File: src/rtl/seq_divider.sv
// Sequential restoring shift-subtract divider with start/done handshake.
// One quotient bit is produced per clock; an n-bit divide takes n CALC cycles.
module seq_divider #(
    parameter int unsigned n = 4
) (
    input  logic         clock,
    input  logic         reset,
    input  logic         start,
    input  logic [n-1:0] Dividend,
    input  logic [n-1:0] Divisor,
    output logic         busy,
    output logic         done,
    output logic         div_by_zero,
    output logic [n-1:0] Quotient,
    output logic [n-1:0] Remainder
);

    localparam int unsigned CW = $clog2(n + 1);

    typedef enum logic [1:0] {StIdle, StCalc, StDone} state_e;

    state_e        state_q, state_d;
    // A always stays below D, so its top bit would be constant zero and is not stored.
    logic [n-1:0]  a_q, a_d;
    logic [n-1:0]  q_q, q_d;
    logic [n-1:0]  d_q, d_d;
    logic [CW-1:0] cnt_q, cnt_d;
    logic [n-1:0]  quo_q, quo_d;
    logic [n-1:0]  rem_q, rem_d;
    logic          dbz_q, dbz_d;
    logic [n:0]    shifted;
    logic [n:0]    trial;

    // Shift {A,Q} left by one and form the trial subtraction at n+1 bits.
    always_comb begin
        shifted = {a_q, q_q[n-1]};
        trial   = shifted - {1'b0, d_q};
    end

    // Controller and datapath next-state; output registers load only on entry to DONE.
    always_comb begin
        state_d = state_q;
        a_d     = a_q;
        q_d     = q_q;
        d_d     = d_q;
        cnt_d   = cnt_q;
        quo_d   = quo_q;
        rem_d   = rem_q;
        dbz_d   = dbz_q;
        unique case (state_q)
            StIdle: begin
                if (start) begin
                    a_d   = '0;
                    q_d   = Dividend;
                    d_d   = Divisor;
                    cnt_d = CW'(n);
                    dbz_d = 1'b0;
                    if (Divisor == '0) begin
                        // Skip the iterations entirely and report the fixed result.
                        state_d = StDone;
                        quo_d   = '1;
                        rem_d   = Dividend;
                        dbz_d   = 1'b1;
                    end else begin
                        state_d = StCalc;
                    end
                end
            end
            StCalc: begin
                if (!trial[n]) begin
                    a_d = trial[n-1:0];
                    q_d = {q_q[n-2:0], 1'b1};
                end else begin
                    // Restore: keep the shifted partial remainder.
                    a_d = shifted[n-1:0];
                    q_d = {q_q[n-2:0], 1'b0};
                end
                cnt_d = cnt_q - CW'(1);
                if (cnt_q == CW'(1)) begin
                    state_d = StDone;
                    quo_d   = q_d;
                    rem_d   = a_d;
                end
            end
            StDone: begin
                state_d = StIdle;
            end
            default: begin
                state_d = StIdle;
            end
        endcase
    end

    // State and datapath registers with asynchronous active-low clear.
    always_ff @(posedge clock or negedge reset) begin
        if (!reset) begin
            state_q <= StIdle;
            a_q     <= '0;
            q_q     <= '0;
            d_q     <= '0;
            cnt_q   <= '0;
            quo_q   <= '0;
            rem_q   <= '0;
            dbz_q   <= 1'b0;
        end else begin
            state_q <= state_d;
            a_q     <= a_d;
            q_q     <= q_d;
            d_q     <= d_d;
            cnt_q   <= cnt_d;
            quo_q   <= quo_d;
            rem_q   <= rem_d;
            dbz_q   <= dbz_d;
        end
    end

    // Status and result outputs decoded straight from registered state.
    always_comb begin
        busy        = (state_q == StCalc);
        done        = (state_q == StDone);
        div_by_zero = dbz_q;
        Quotient    = quo_q;
        Remainder   = rem_q;
    end

endmodule

File: config.mk
export PLATFORM = sky130hd
export DESIGN_NAME = seq_divider
export DESIGN_NICKNAME = d
export VERILOG_FILES = /design/src/rtl/seq_divider.sv
export SDC_FILE = /design/constraint.sdc
export NUM_CORES = 1
export LEC_CHECK = 0
export ABC_AREA = 0
export ABC_CLOCK_PERIOD_IN_PS = 3000
export BUFFER_PORTS_ARGS = -buffer_cell sky130_fd_sc_hd__buf_2
export CORE_ASPECT_RATIO = 1.2
export CORE_MARGIN = 5
export CORE_UTILIZATION = 56
export DETAILED_ROUTE_END_ITERATION = 10
export PLACE_DENSITY = 0.79
export SYNTH_ARGS = -nofsm -noshare
export SYNTH_HDL_FRONTEND = slang
export SYNTH_SLANG_ARGS = --single-unit
File: constraint.sdc
create_clock -name clock -period 3 [get_ports clock]
set_clock_uncertainty 0.05 [all_clocks]
set_input_delay 0.15 -clock clock [delete_from_list [all_inputs] [get_ports clock]]
set_output_delay 0.15 -clock clock [all_outputs]
set_load 0.01 [all_outputs]
==> out/metrics.cfg <==
[sta]
min_period_ns = 2.284
post-route-period-util = 0.7615
hold_ws_ns = 0.06142
fmax_mhz = 437.8
finalWorstSetupSlack_ns = 0.7156
slew_violations = 0
worstMarginPinSlew_ns = 0.5851
setup_viol_count_final = 0
grt_setup_unrepaired = no
fin_tns_setup_ns = 0
final_hold_viol_count = 0
relSlewSlack = 0.6100

[worst_setup_path]
path_class = flop to flop
cp.arrival_ns = 2.44
slowest_stage = dfrtp_1
cp_data_required_time_ns = 3.16
end_kind = flop
cpPeakStageDelay_ns = 0.40
start_kind = flop
crit_fanout = 10
critPathTopFamily = adder cells
worst-path-buf-inv = 1
path_cells = inv_1 > ha_1 > fa_1 > nand2b_2 > o2bb2ai_4 > and4_4 > a2111oi_2 > a21oi_1

[global_routing]
grt_pass1_vias = 1151
grt_pass1_wl_um = 5154
grt-ovfl-total = 0
grt_max_degree = 27
antenna_found_initial = 0
grt.total_usage = 0.1779

[status]
run_status = completed

[synth]
synth_warnings = 0
synth_ff_type = dfrtp_1
seq_area_frac_synth = 0.4437
netlist_area_sq_mm = 0.001466
syn_area_per_cell_sq_um = 9.908
ys_ff_latch = 26
synth_edf_count = 0
syn_inst = 148
yosysTopAreaCell = dfrtp_1
syn_nets = 166
synth_area_leaders = dfrtp_1 (44%), nand2_1 (6.1%), ha_1 (5.1%)
netlist.area_leader.share = 0.4437
synth_cell_types = 42
async_reset_ff_frac = 1.000

[placed_design]
dp_hpwl_um = 2116
dp_slack_ns = 0.7594
portBuffers = 21
dp_cells = 198
gp_congestion = 0.8562

[detailed_routing]
drt_pass1_iterations = 4
drtAntennaViolNets = 0
drt_iter0_drc = 21
drc = 0
routed_wl_um = 2900
vias_per_cell = 5.420
via_count = 1122
wl_per_cell_um = 14.01

[power]
p_leak_nw = 0.7737
power_density_mw_per_mm2 = 1161
peakVddDrop_uv = 750.2

[min_path]
min-delay-path-class = input pin to flop

[clock_network]
post-cts-setup-buffers = 0
cts_root_buffer = clkbuf_4
clkSlewWorstSetupHoldPaths_ns = 0.14
cts_tree = built
clock_latency_ns = 0.33
cts.path.max_buffers = 2
cts_made_buffers = 3
htree_levels = 1
cts.sinks = 26

[floorplan]
row_count = 20
die_width_um = 56.72
die_area_sq_mm = 0.003746
die_h_um = 66.06
pin_count = 22
initial_core_util = 0.5802
coreArea_sq_mm = 0.002527

[final_layout]
drive_above_1_share = 0.2241
diodes = 0
syn2layout_area_growth_pct = 13.82
layout.cells.non_filler = 207
fin_nets = 193
mostFrequentLayoutCell = dfrtp_1
layout_common_cells = dfrtp_1 (26), nand2_1 (24), buf_2 (21), nor2_1 (15), o21ai_0 (10)

[run]
max_cap_violations = 0

-- flip-flops by register name, indices dropped and copies added (netlist names) --
signal / count
Remainder: 4
div_by_zero: 1
cnt_q: 3
state_q: 2
q_q: 4
Quotient: 4
d_q: 4
a_q: 4
-- per-stage QoR --
stage / util / area [sq um] / total power, W
finish: 0.6604 / 1669 / 0.001938
global route: 0.6604 / 1669 / 0.002127
CTS: 0.6604 / 1669 / 0.001957
detailed placement: 0.6262 / 1583 / 0.001774
global placement: 0.6262 / 1583 / 0.001724
floorplan: - / 1466 / 0.001523
-- kinds of logic after synthesis --
family          count (synthesis)  synth area share
flops                          26            0.4437
buf+inv                        14           0.05034
simple gates                   62            0.2278
compound gates                 32            0.1604
fa+ha+maj                       7           0.06485
mux                             3           0.02901
xor+xnor                        4           0.02390
-- power by group --
group | internal [W] | switching, W
Combinational | 0.000481 | 0.000633
Clock | 0.0000744 | 0.000103
Sequential | 0.000514 | 0.000133
Total | 0.00107 | 0.000869
-- worst register-to-register path, cell delays in order, from the launching register on --
cell and delay, ns:
dfrtp_1 0.40, inv_1 0.07, ha_1 0.21, fa_1 0.40, nand2b_2 0.21, o2bb2ai_4 0.21
and4_4 0.23, a2111oi_2 0.28, a21oi_1 0.11
-- metal layers --
metal	wire length, um	GRT usage
met3	134	0.03320
met5	0	0
met2	1481	0.3121
met4	38	0.06825
met1	1247	0.2145
-- layout make-up --
cell class	count	area, sq um
fill	208	858.3
clock buffer	4	36.28
multi-input combinational	108	742.0
inverter	9	36.28
timing repair buffer	27	162.7
tap	33	41.29
sequential	26	650.6
-- cells in the mapped netlist, drive strengths merged, types with 2 or more instances --
cell and count:
nor2b 3, mux2i 3, nand2b 2, buf 5, nand2 25, dfrtp 26, a21oi 9, o21ai 10
nand3 5, inv 9, or3 3, nand3b 2, nor2 16, xnor2 2, ha 6, nor4 2
xor2 2
-- path summary, 6_finish.rpt --
kind                            slack, ns  cells past startpoint         from            to
min in group asynchronous            0.28                      2        reset        d_q[3]
worst max register to register       0.72                      8       q_q[3]  Remainder[2]
worst min register to register       0.46                      2  div_by_zero   div_by_zero
worst min-delay path                 0.06                      3  Dividend[0]  Remainder[0]
worst max-delay path                 0.72                      8       q_q[3]  Remainder[2]
max in group asynchronous            2.23                      2        reset        q_q[0]
-- repair_timing --
item / in CTS / in global routing
hold buffers: 5 / 0
resized for setup: 0 / 0
hold endpoints to repair: 30 / 0
Note: power is estimated with default switching activity, not from simulation.
